### src/rtl/struct_unpacker.sv
// struct_unpacker: takes one packed record (15-bit tail field plus 25 byte
// fields) and emits it one field per beat over a valid/ready stream.
// The emission order is index 0 (tail) up to index N_FIELDS.
module struct_unpacker #(
  parameter int W_TAIL   = 15,
  parameter int W_FIELD  = 8,
  parameter int N_FIELDS = 25
) (
  input  logic                                               clk,
  input  logic                                               rst_n,
  input  logic                                               in_valid,
  output logic                                               in_ready,
  input  logic [W_TAIL+W_FIELD*N_FIELDS-1:0]                 in_data,
  output logic                                               out_valid,
  input  logic                                               out_ready,
  output logic [((W_TAIL > W_FIELD) ? W_TAIL : W_FIELD)-1:0] out_data,
  output logic [4:0]                                         out_index,
  output logic                                               out_last,
  output logic                                               busy
);

  localparam int         W_REC    = W_TAIL + W_FIELD * N_FIELDS;
  localparam int         W_OUT    = (W_TAIL > W_FIELD) ? W_TAIL : W_FIELD;
  localparam logic [4:0] LAST_IDX = 5'(N_FIELDS);

  typedef enum logic {
    IDLE = 1'b0,
    SEND = 1'b1
  } state_t;

  state_t             r_state;
  logic [W_REC-1:0]   r_hold;
  logic [4:0]         r_index;
  logic [W_OUT-1:0]   w_field;

  // FSM: latch a record in IDLE, then walk the field index in SEND
  always_ff @(posedge clk or negedge rst_n) begin
    if (!rst_n) begin
      r_state <= IDLE;
      r_hold  <= '0;
      r_index <= '0;
    end else begin
      case (r_state)
        IDLE: begin
          if (in_valid) begin
            r_hold  <= in_data;
            r_index <= '0;
            r_state <= SEND;
          end
        end
        SEND: begin
          if (out_ready) begin
            if (r_index == LAST_IDX) begin
              r_index <= '0;
              r_state <= IDLE;
            end else begin
              r_index <= r_index + 5'd1;
            end
          end
        end
        default: begin
          r_state <= IDLE;
          r_index <= '0;
        end
      endcase
    end
  end

  // Field select: index mux over the held record, zero-extended to W_OUT
  always_comb begin
    w_field = W_OUT'(r_hold[W_TAIL-1:0]);
    for (int unsigned k = 1; k <= N_FIELDS; k++) begin
      if (r_index == 5'(k)) begin
        w_field = W_OUT'(r_hold[W_TAIL+W_FIELD*(k-1) +: W_FIELD]);
      end
    end
  end

  // Outputs are decoded from registered state only; data reads zero when idle
  always_comb begin
    in_ready  = (r_state == IDLE);
    out_valid = (r_state == SEND);
    busy      = (r_state == SEND);
    out_index = r_index;
    out_last  = (r_state == SEND) && (r_index == LAST_IDX);
    out_data  = (r_state == SEND) ? w_field : '0;
  end

endmodule

### config.mk
export PLATFORM = sky130hd
export DESIGN_NAME = struct_unpacker
export DESIGN_NICKNAME = d
export VERILOG_FILES = /design/src/rtl/struct_unpacker.sv
export SDC_FILE = /design/constraint.sdc
export NUM_CORES = 1
export LEC_CHECK = 0
export ABC_AREA = 1
export BUFFER_PORTS_ARGS = -buffer_cell sky130_fd_sc_hd__buf_2
export CORE_MARGIN = 4
export CORE_UTILIZATION = 59
export DETAILED_ROUTE_END_ITERATION = 12
export PLACE_DENSITY = 0.89
export SYNTH_ARGS = -nofsm -noshare
export SYNTH_HDL_FRONTEND = slang
export SYNTH_SLANG_ARGS = --single-unit
### constraint.sdc
create_clock -name clk -period 5.8 [get_ports clk]
set_input_delay 1.16 -clock clk [delete_from_list [all_inputs] [get_ports clk]]
set_output_delay 1.16 -clock clk [all_outputs]
set_load 0.01 [all_outputs]
## Yosys cells after proc, flatten, opt, wreduce, memory -nomap -nowiden

Index checks and enable logic that the tools add are counted.

| storage, ports and cells | value |
|---|---|
| flip-flop bits (word level) | 221 |
| output and inout port bits | 24 |

| cells by class | value |
|---|---|
| reduce and logical (&&, ||, !) cells | 3 |
| muxes and demuxes | 34 |
| equality and inequality tests | 27 |
| $add $sub $neg | 1 |
| bitwise logic cells | 1 |

Operators by type and width:

| kind | count |
|---|---|
| $mux 15 | 26 |
| $eq 5x5->1 const B | 10 |
| $eq 5x4->1 const B | 8 |
| $eq 5x3->1 const B | 4 |
| $mux 5 | 3 |
| $eq 5x2->1 const B | 2 |
| $pmux 5 s2 | 1 |
| $add 5x1->5 const B | 1 |
| $eq 5x1->1 const B | 1 |
| $ne 2x2->1 const B | 2 |
| $reduce_and 2->1 | 2 |
| $mux 1 | 3 |
| $pmux 1 s2 | 1 |
| $logic_and 1x1->1 | 1 |
| $not 1->1 | 1 |

## Logic depth before layout (Yosys ltp)

Gate-level depths: netlist of run 1.

| logic depth | value |
|---|---|
| depth after elaboration | 27 |
| gate-level depth with buffers | 35 |

## Least setup slack after synthesis of run 1

Ideal clock, no wire load.

| timing path | value |
|---|---|
| kind | register -> output |
| start point | register r_index[1] (netlist: out_index[1]) |
| end point | output out_data[3] (netlist name) |
| stages on the path, launching flop included | 36 |
| path slack | 2023 ps |
| data required time | 4640 ps |
| data arrival time | 2617 ps |
| path through | dfrtp_1 > inv_1 > ha_1 > inv_1 > nor2_2 > buf_2 > nand3_1 > nand3_1 > nand2_1 > nand2_1 > nand2_1 > nand2_1 > nand2_1 > nand2_1 > nand2_1 > nand2_1 > nand2_1 > nand2_1 > nand2_1 > nand2_1 > nand2_1 > nand2_1 > nand2_1 > nand2_1 > nand2_1 > nand2_1 > nand2_1 > nand2_1 > nand2_1 > nand2_1 > nand2_1 > nand2_1 > nand2_1 > nand2_1 > nand2_1 > a21oi_1 |

| on the way | value |
|---|---|
| word-level cells in the longest chain between the ends | 27 |

Ends and longest elaborated chain:

| element | line | source |
|---|---|---|
| start: declaration | 33 | `logic [4:0] r_index;` |
| start signal: assignment | 57 | `r_index <= r_index + 5'd1;` |
| $eq 5x1->1 | 73 | `if (r_index == 5'(k)) begin` |
| $mux 15 (24 in a row) | 73 |  |
| $mux 15 (*) | 73 |  |
| $mux 15 (*) | 86 | `out_data = (r_state == SEND) ? w_field : '0;` |
| end: declaration | 16 | `output logic [((W_TAIL > W_FIELD) ? W_TAIL : W_FIELD)-1:0] out_data,` |

Every way passes the cells marked *; elsewhere a longest branch is shown, timed or not.

## Worst setup path in the final report of run 1

| timing path | value |
|---|---|
| start point | register r_index[1] (netlist: out_index[1]) |
| end point | output out_data[5] (netlist name) |

The elaborated chain is that of the path after synthesis.

==> results of run 1 <==
[registers in the layout (all words and copies together), names as in the netlist]
register	count
busy	1
r_hold	215
out_index	5
[cell usage in the layout (no fill, tap or decap), types with 2 or more instances in the layout]
cell type and count:
nand2_1 389, buf_2 241, dfrtp_1 221, mux2_2 210, inv_1 148, o21ai_0 60, nor2_1 54, nand3_1 40
clkbuf_16 24, a21oi_1 13, inv_2 7, nor3b_1 7, nor2_4 5, ha_1 5, clkinvlp_4 5, clkbuf_8 5
buf_4 5, nand2_2 4, nor3_1 3, nor2_2 3, o22ai_1 3, clkinv_2 3, clkbuf_1 3, nand4_1 2
o211ai_1 2, clkinv_1 2, o21ai_1 2, o21a_1 2, or2_2 2, bufinv_16 2
[worst max-delay path, delay by kind of cell, from the launching register on]
kind,cells,cell delay (ps)
flops,1,420
simple gates,30,2530
fa+ha+maj,1,280
buf+inv,3,400
compound gates,1,140
[metrics by stage]
stage	setup slack, ps	area [µm²]	hold WS [ps]	utilization [%]	power (mW)
floorplan	2020	11300	470	-	4.52
global placement	1140	12700	479	67.7	5.35
detailed placement	985	12700	489	67.7	5.48
CTS	283	13500	501	72.0	7.09
global route	69.7	13500	508	72.1	7.59
finish	336	13500	499	72.1	7.09
[cells by family (layout without fill, tap and decap cells)]
group	Yosys count	in the layout
flops	221	221
simple gates	514	514
compound gates	86	86
xor+xnor	2	2
mux	210	210
fa+ha+maj	5	5
other cells	0	1
buf+inv	205	450
[layer usage]
metal | vias up | global-route usage (%)
met4 | 4 | 9.27
met5 | - | 0
met3 | 91 | 5.83
met1 | 4465 | 36.1
li1 | 4404 | -
met2 | 465 | 48.9
[where the power goes]
part	internal [mW]	total [mW]	leakage, nW	switching (mW)
logic	1.18	2.76	4.32	1.58
registers	2.28	2.78	2.97	0.502
clock network	0.919	1.55	0.387	0.634
total	4.38	7.09	7.68	2.71
[repair_timing]
action / in CTS / in global routing
resized for setup: 0 / 1
setup endpoints to repair: 0 / 5
endpoints found under the hold margin: 0 / 0
[cell type report]
type	count	share of cell area (%)
repair buffers	248	9.45
multi-input cells	817	37.0
well taps	234	2.16
clock buffers	32	5.03
clock inverters	12	1.02
inverters	158	4.42
flip-flops and latches	221	40.9
diodes	1	0.0185
[path summary, 6_finish.rpt]
| path | from | endpoint | cells past startpoint |
|---|---|---|---|
| max in group asynchronous | rst_n | r_hold[132]$_DFFE_PN0P_ | 2 |
| min in group asynchronous | rst_n | r_hold[70]$_DFFE_PN0P_ | 1 |
| worst max-delay path | out_index[1]$_DFFE_PN0P_ | out_data[5] | 35 |
| worst min-delay path | r_hold[12]$_DFFE_PN0P_ | r_hold[12]$_DFFE_PN0P_ | 1 |
| worst max register to register | busy$_DFF_PN0_ | r_hold[93]$_DFFE_PN0P_ | 4 |
| worst min register to register | r_hold[12]$_DFFE_PN0P_ | r_hold[12]$_DFFE_PN0P_ | 1 |
==> impl_summary.log, run 1 <==
[metrics] top cells by count, synth: nand2_1 (390), dfrtp_1 (221), mux2_2 (210)
[metrics] Chip Height: 147 µm
[metrics] largest family of logic cells by synthesized area: multiplexers
[metrics] Die X-Extent: 147 µm
[metrics] vias: 9429
[metrics] TritonCTS clock tree: yes
[metrics] Post-CTS Setup Bufs: 0
[metrics] crit path max-delay cell type: dfrtp_1
[metrics] Met2 Routed Length: 15000 µm
[metrics] DRT Wirelength: 30600 µm
[metrics] share of post-route cells with drive strength above 1: 35.1%
[metrics] WP data arrival: 4300 ps
[metrics] result of the run: finished, final reports clean
[metrics] initial drt markers: 735
[metrics] overall global routing resource usage: 28.4%
[metrics] non-filler instance count after layout: 1723
[metrics] starting density of the core: 60.3%
[metrics] class of the tightest hold or removal check: reg2reg
[metrics] Wirelength per Cell: 17.8 µm
[metrics] Hold-fix buffers, CTS: 0
[metrics] part of the cycle the worst path needs: 94.2%
[metrics] uppermost layer routed: met5
[metrics] largest buffer count on any clock path: 3
[metrics] CP max stage delay: 420 ps
[metrics] area of the mapped netlist: 11300 µm²
[metrics] compound-cell area share of the yosys netlist: 4.03%
[metrics] Least-Margin Pin Slew: 968 ps
[metrics] final-report setup violation count: 0
[metrics] highest net fanout along the worst path: 12
[metrics] growth of design area from synthesis to finish: 19.5%
[metrics] I/O Pins: 243
[metrics] clock slew at reported path FFs: 60 ps
[metrics] worst setup path class: reg2out
[metrics] total power divided by cell area: 524 nW/µm²
[metrics] cell type contributing the most total cell area after synthesis: dfrtp_1
[metrics] port buffer count: 242
[metrics] number of buffers created by CTS: 24
[metrics] Root Buffer Master: clkbuf_16
[metrics] cell count after synthesis: 1243
[metrics] number of warning messages in the yosys log: 0
[metrics] Max Transition Viols Final: 0
[metrics] fraction of synthesis flops using an asynchronous set or reset pin: 100%
[metrics] share of synthesized area occupied by flip-flops and latches: 48.8%
[metrics] top cell type's share of synthesized area: 48.8%
[metrics] Nets: 1694
[metrics] vias per inst: 5.47
[metrics] most frequent cell after synthesis: nand2_1
[metrics] Initial DRT Pass Iterations: 5
[metrics] area used by sequential logic in the layout: 5530 µm²
[metrics] leftover overflow at the end of global routing: 0
[metrics] data required time at the worst endpoint: 4640 ps
[metrics] number of storage elements in the synthesis netlist: 221
[metrics] wl on met1: 12000 µm
[metrics] minimum period implied by the final worst setup slack: 5460 ps
[metrics] dominant register cell in the synthesized netlist: dfrtp_1
[metrics] xor/xnor share of the synthesized area: 0.155%
[metrics] number of max-cap violations: 0
[metrics] clock sink total: 221
[metrics] multi-input combinational cell area: 5010 µm²
[metrics] number of antenna violations at the first check in global routing: 3
[metrics] max_slew headroom: 35.5%
[metrics] achievable frequency: 183 MHz
[metrics] cell with the most instances on the worst path: nand2_1
[metrics] worst-skew pair later-pin latency: 520 ps
[metrics] first-pass GRT wire length: 49500 µm
[metrics] drc violations: 0
[metrics] number of global-route vias before repair: 9819
[metrics] simple logic cell fraction of the synthesized area: 18.5%
[metrics] maximum number of pins on one net before global-route repair: 124
[metrics] reported leakage power: 7.68 nW
[metrics] synthesized netlist net count: 1467
[metrics] weighted congestion at the end of routability-driven global placement: 0.907
[metrics] clock skew after layout: 5.61 ps
[metrics] top cells by area, synth: dfrtp_1 (49%), mux2_2 (21%), nand2_1 (13%), inv_1 (4.9%), o21ai_0 (2.7%)
[metrics] wire length on met3: 2480 µm
[metrics] element type at the critical path end: output pin
[metrics] number of fill cells in the layout: 1312
[metrics] flop-to-flop setup slack: 3340 ps
[metrics] number of library cell types mapped by synthesis: 38
[metrics] area of the core: 18800 µm²
[metrics] share of cell area taken by muxes after synthesis: 20.9%
[metrics] H-tree depth: 1
[metrics] final hold viol count: 0
[metrics] CP Launch Type: flop
[metrics] Die ar.: 21500 µm²
[metrics] Adder-Cell Fraction of Synth Area: 0.552%
[metrics] Post-DRT Antenna Nets: 0
[metrics] Fin Setup TNS: 0 ps
[metrics] Core Rows: 50
[metrics] setup repair after global routing missed its margin: false
[metrics] VDD IR max: 431 µV
[metrics] HPWL after DPL: 22500 µm
[metrics] placed cell count: 1678
[metrics] Post-Syn Area per Cell: 9.11 µm²
[metrics] Post-synth EDFFs: 0
No activity file was read; power rests on OpenSTA's default activity.
==> run 2, diff against run 1 <==
- CORE_UTILIZATION: 59 -> 55
- PLACE_DENSITY: 0.89 -> 0.84
- clock period: 5.8 -> 5.9 ns (I/O delays scaled with it)
==> run 2 against run 1 <==
Final cell count increased by 2.0%. Worst hold slack got worse by 2.2 ps. Sequential share of layout area decreased by 0.060 points. Worst setup slack improved by 280 ps. Critical path type unchanged.
==> impl_summary.log, run 2 (synthesized netlist as in run 1, its figures left out) <==
[metrics] final-report setup violation count: 0
[metrics] met3 Resource Use GR: 4.25%
[metrics] DRT Wirelength: 29800 µm
[metrics] vias per inst: 5.21
[metrics] data required time at the worst endpoint: 4720 ps
[metrics] highest net fanout along the worst path: 12
[metrics] starting density of the core: 56.0%
[metrics] number of max-cap violations: 0
[metrics] CP Launch Type: flop
[metrics] post-route worst setup slack: 615 ps
[metrics] TritonCTS clock tree: yes
[metrics] Least-Margin Pin Slew: 1010 ps
[metrics] worst hold path stage count: 1
[metrics] number of antenna violations at the first check in global routing: 0
[metrics] Die ar.: 22900 µm²
[metrics] cell with the most instances on the worst path: nand2_1
[metrics] WP data arrival: 4100 ps
[metrics] maximum number of pins on one net before global-route repair: 138
[metrics] Chip Height: 151 µm
[metrics] growth of design area from synthesis to finish: 19.6%
[metrics] share of post-route cells with drive strength above 1: 35.0%
[metrics] initial drt markers: 596
[metrics] met1 track demand over resource: 35.4%
[metrics] reported leakage power: 7.68 nW
[metrics] number of global-route vias before repair: 9060
[metrics] clock sink total: 221
[metrics] number of flip-flops in the largest register: 215
[metrics] area of the core: 20200 µm²
[metrics] number of fill cells in the layout: 1582
[metrics] Max Transition Viols Final: 0
[metrics] flop-to-flop setup slack: 3030 ps
[metrics] Fin Setup TNS: 0 ps
[metrics] hold path startpoint: r_hold[83]$_DFFE_PN0P_
[metrics] first-pass GRT wire length: 46200 µm
[metrics] logic depth of the worst register-to-register path: 4
[metrics] weighted congestion at the end of routability-driven global placement: 0.945
[metrics] Worst R2R End: r_hold[68]$_DFFE_PN0P_
[metrics] VDD IR max: 296 µV
[metrics] Hold-fix buffers, CTS: 0
[metrics] overall global routing resource usage: 25.6%
[metrics] setup repair after global routing missed its margin: false
[metrics] H-tree depth: 1
[metrics] minimum period implied by the final worst setup slack: 5280 ps
[metrics] number of buffers created by CTS: 24
[metrics] clock skew after layout: 27.9 ps
[metrics] drc violations: 0
[metrics] element type at the critical path end: output pin
[metrics] final hold viol count: 0
[metrics] commonest non-fill, non-tap cell in the layout: nand2_1
[metrics] Nets: 1693
[metrics] Place WS: 1080 ps
[metrics] Wirelength per Cell: 17.0 µm
[metrics] most used routing layer: met2
[metrics] max_slew headroom: 32.7%
[metrics] leftover overflow at the end of global routing: 0
[metrics] largest buffer count on any clock path: 3
[metrics] Initial DRT Pass Iterations: 7
[metrics] HPWL after DPL: 22000 µm
[metrics] Post-DRT Antenna Nets: 0
[metrics] vias: 9161
[metrics] tightest hold margin: 497 ps
[metrics] most used cells in the layout excluding fill and tap cells: nand2_1 (389), buf_2 (241), dfrtp_1 (221)
[metrics] Root Buffer Master: clkbuf_16
[metrics] clock slew at reported path FFs: 60 ps
[metrics] class of the tightest hold or removal check: reg2reg
[metrics] worst setup path class: reg2out
[metrics] Core Rows: 52
[metrics] GRT met2 Usage: 41.8%
[metrics] achievable frequency: 189 MHz
[metrics] Largest Register: r_hold
[metrics] Hold Path Sink: r_hold[83]$_DFFE_PN0P_
[metrics] I/O Pins: 243
[metrics] port buffer count: 242
[metrics] FF-to-FF Start: busy$_DFF_PN0_
[metrics] part of the cycle the worst path needs: 89.6%
[metrics] total power divided by cell area: 511 nW/µm²
[metrics] startpoint of the worst setup timing path: out_index[1]$_DFFE_PN0P_
[metrics] result of the run: finished, final reports clean
[metrics] worst-skew pair later-pin latency: 530 ps
[metrics] Die X-Extent: 151 µm
[metrics] crit path max-delay cell type: dfrtp_1
[metrics] CP max stage delay: 410 ps
[run 2: timing repair]
item | in CTS | in global routing
setup buffers | 0 | 0
gates resized for setup | 0 | 1
setup endpoints to repair | 0 | 3
[run 2: critical path: cells and delay by family, from the launching register on]
kind | cells | cell delay [ps]
fa+ha+maj | 1 | 260
compound gates | 1 | 70
flops | 1 | 410
buf+inv | 3 | 350
simple gates | 31 | 2480
[run 2: metrics by stage]
stage	area, µm²	instances	power (mW)	util [%]
detailed placement	12700	1713	5.38	63.0
global placement	12700	1713	5.29	63.0
floorplan	11300	1243	4.44	-
CTS	13500	1756	6.93	66.9
finish	13500	1758	6.92	67.0
global route	13500	1756	7.42	66.9
[run 2: cell type report]
class                   instances  area [µm²]  area share, %
flip-flops and latches        221        5530           40.8
multi-input cells             817        5010           37.0
repair buffers                247        1270           9.38
clock buffers                  32         671           4.95
inverters                     158         598           4.41
well taps                     270         338           2.49
clock inverters                11         128          0.942
diodes                          2        5.00         0.0369
[run 2: worst max path at each step]
stage	end	slack, ps	cells after the start
floorplan	out_data[3]	2100	35
global placement	out_data[4]	1210	36
detailed placement	out_data[4]	1080	36
CTS	out_data[4]	510	36
global route	out_data[4]	180	36
finish	out_data[4]	620	36
[run 2: where the power goes]
group	switching [mW]	leakage [nW]	internal, mW
clock network	0.625	0.397	0.891
registers	0.466	2.97	2.24
logic	1.54	4.31	1.16
total	2.63	7.68	4.29
[run 2: layer usage]
metal	vias to the layer above	share of wire, %
li1	4422	-
met1	4309	42
met2	364	47
met3	66	7.5
met4	0	3.3
met5	-	0
==> run 3, diff against run 2 <==
- BUFFER_PORTS_ARGS: -buffer_cell sky130_fd_sc_hd__buf_2 -> default
- CORE_UTILIZATION: 55 -> 64
- DONT_BUFFER_PORTS: default -> 1
- SKIP_LAST_GASP: default -> 1
==> run 3 against run 2 <==
Critical path depth decreased by 5. Routed wire length fell by 7.6%. Via count fell by 9.6%. Final cell count down 16%. Sequential power is essentially flat. Worst hold slack got worse by 130 ps. Largest power group unchanged. Global-route usage rose by 2.0 points. Total power decreased by 3.4%. Core utilization is 4.0 points higher. Sequential share of layout area increased by 4.2 points. Worst setup slack worse by 74 ps.
==> impl_summary.log, run 3 (synthesized netlist as in run 1, its figures left out) <==
[metrics] result of the run: finished, final reports clean
[metrics] Chip Height: 141 µm
[metrics] Die ar.: 19900 µm²
[metrics] DRT Wirelength: 27600 µm
[metrics] logic depth of the worst register-to-register path: 5
[metrics] I/O Pins: 243
[metrics] starting density of the core: 65.5%
[metrics] number of max-cap violations: 0
[metrics] Root Buffer Master: clkbuf_16
[metrics] Fin Setup TNS: 0 ps
[metrics] CP Launch Type: flop
[metrics] class of the tightest hold or removal check: in2async
[metrics] Wirelength per Cell: 18.7 µm
[metrics] Initial DRT Pass Iterations: 5
[metrics] post-route worst setup slack: 541 ps
[metrics] Post-DRT Antenna Nets: 0
[metrics] setup repair after global routing missed its margin: false
[metrics] Least-Margin Pin Slew: 823 ps
[metrics] final-report setup violation count: 0
[metrics] port buffer count: 0
[metrics] Worst R2R End: out_index[1]$_DFFE_PN0P_
[metrics] crit path max-delay cell type: nor2_2
[metrics] vias per inst: 5.63
[metrics] commonest non-fill, non-tap cell in the layout: nand2_1
[metrics] WP data arrival: 4180 ps
[metrics] achievable frequency: 187 MHz
[metrics] share of post-route cells with drive strength above 1: 22.1%
[metrics] Post-CTS Setup Bufs: 0
[metrics] area of the core: 17300 µm²
[metrics] weighted congestion at the end of routability-driven global placement: 0.914
[metrics] element type at the critical path end: output pin
[metrics] Nets: 1451
[metrics] clock sink total: 221
[metrics] startpoint of the worst setup timing path: out_index[3]$_DFFE_PN0P_
[metrics] overall global routing resource usage: 27.6%
[metrics] reported leakage power: 6.70 nW
[metrics] number of antenna violations at the first check in global routing: 6
[metrics] final hold viol count: 0
[metrics] H-tree depth: 1
[metrics] tightest hold margin: 362 ps
[metrics] Die X-Extent: 141 µm
[metrics] leftover overflow at the end of global routing: 0
[metrics] cell with the most instances on the worst path: nand2_1
[metrics] Max Transition Viols Final: 0
[metrics] most used cells in the layout excluding fill and tap cells: nand2_1 (389), dfrtp_1 (221), mux2_2 (210)
[metrics] number of global-route vias before repair: 8486
[metrics] total power divided by cell area: 545 nW/µm²
[metrics] part of the cycle the worst path needs: 90.8%
[metrics] first-pass GRT wire length: 43800 µm
[metrics] drc violations: 0
[metrics] Post-Route Utilization: 71.0%
[metrics] worst setup path class: reg2out
[metrics] vias: 8285
[metrics] Core Rows: 48
[metrics] placed cell count: 1426
[metrics] worst-skew pair later-pin latency: 520 ps
[metrics] number of buffers created by CTS: 24
[metrics] FF-to-FF Start: busy$_DFF_PN0_
[metrics] HPWL after DPL: 19900 µm
[metrics] Place WS: 1060 ps
[metrics] CP max stage delay: 640 ps
[metrics] clock slew at reported path FFs: 60 ps
[metrics] Largest Register: r_hold
[metrics] non-filler instance count after layout: 1472
[metrics] VDD IR max: 445 µV
[metrics] maximum number of pins on one net before global-route repair: 222
[metrics] growth of design area from synthesis to finish: 8.37%
[metrics] minimum period implied by the final worst setup slack: 5360 ps
[metrics] TritonCTS clock tree: yes
[metrics] initial drt markers: 463
[metrics] data required time at the worst endpoint: 4720 ps
[metrics] clock skew after layout: 6.47 ps
[metrics] max_slew headroom: 45.1%
[metrics] highest net fanout along the worst path: 15
[metrics] largest buffer count on any clock path: 3
[metrics] flop-to-flop setup slack: 3090 ps
[metrics] number of flip-flops in the largest register: 215
## run 3: power by group
part / internal [mW] / switching (mW) / total (mW)
Combinational: 1.03 / 1.45 / 2.48
Sequential: 2.24 / 0.466 / 2.70
Clock: 0.901 / 0.602 / 1.50
## run 3: area by class of cell
| class | instances | area (µm²) |
|---|---|---|
| inverters | 158 | 598 |
| repair buffers | 5 | 50.0 |
| clock inverters | 7 | 103 |
| flip-flops and latches | 221 | 5530 |
| diodes | 4 | 10.0 |
| well taps | 225 | 282 |
| clock buffers | 35 | 692 |
| fillers | 1288 | 5020 |
| multi-input cells | 817 | 5010 |
## run 3: worst max path at each step
| stage | to | slack [ps] |
|---|---|---|
| 4_1_cts | out_data[6] | 460 |
| 2_1_floorplan | out_data[3] | 2100 |
| 3_3_place_gp | out_data[5] | 1130 |
| 5_1_grt | out_data[5] | 140 |
| 6_report | out_data[6] | 540 |
| 3_5_place_dp | out_data[6] | 1060 |
## run 3: metrics by stage
stage | area (µm²) | total power, mW
2_1_floorplan | 11300 | 4.44
3_3_place_gp | 11500 | 5.05
3_5_place_dp | 11500 | 5.15
4_1_cts | 12300 | 6.69
5_1_grt | 12300 | 7.18
6_report | 12300 | 6.68
## run 3: timing repair
item | 4_1_cts | 5_1_grt
setup endpoints to repair | 0 | 1
gates resized for setup | 0 | 1
hold buffers | 0 | 0
## run 3: routing by layer
layer / track usage, % / up-vias / part of all wire, %
li1: - / 3926 / -
met1: 34.7 / 3919 / 39
met2: 46.2 / 347 / 49
met3: 8.07 / 85 / 8.8
met4: 8.82 / 8 / 3.4
met5: 0 / - / 0.15
## run 3: worst max-delay path: cells and delay by family (launching register included)
family,cells,cell delay [ps]
simple gates,31,3120
flops,1,540
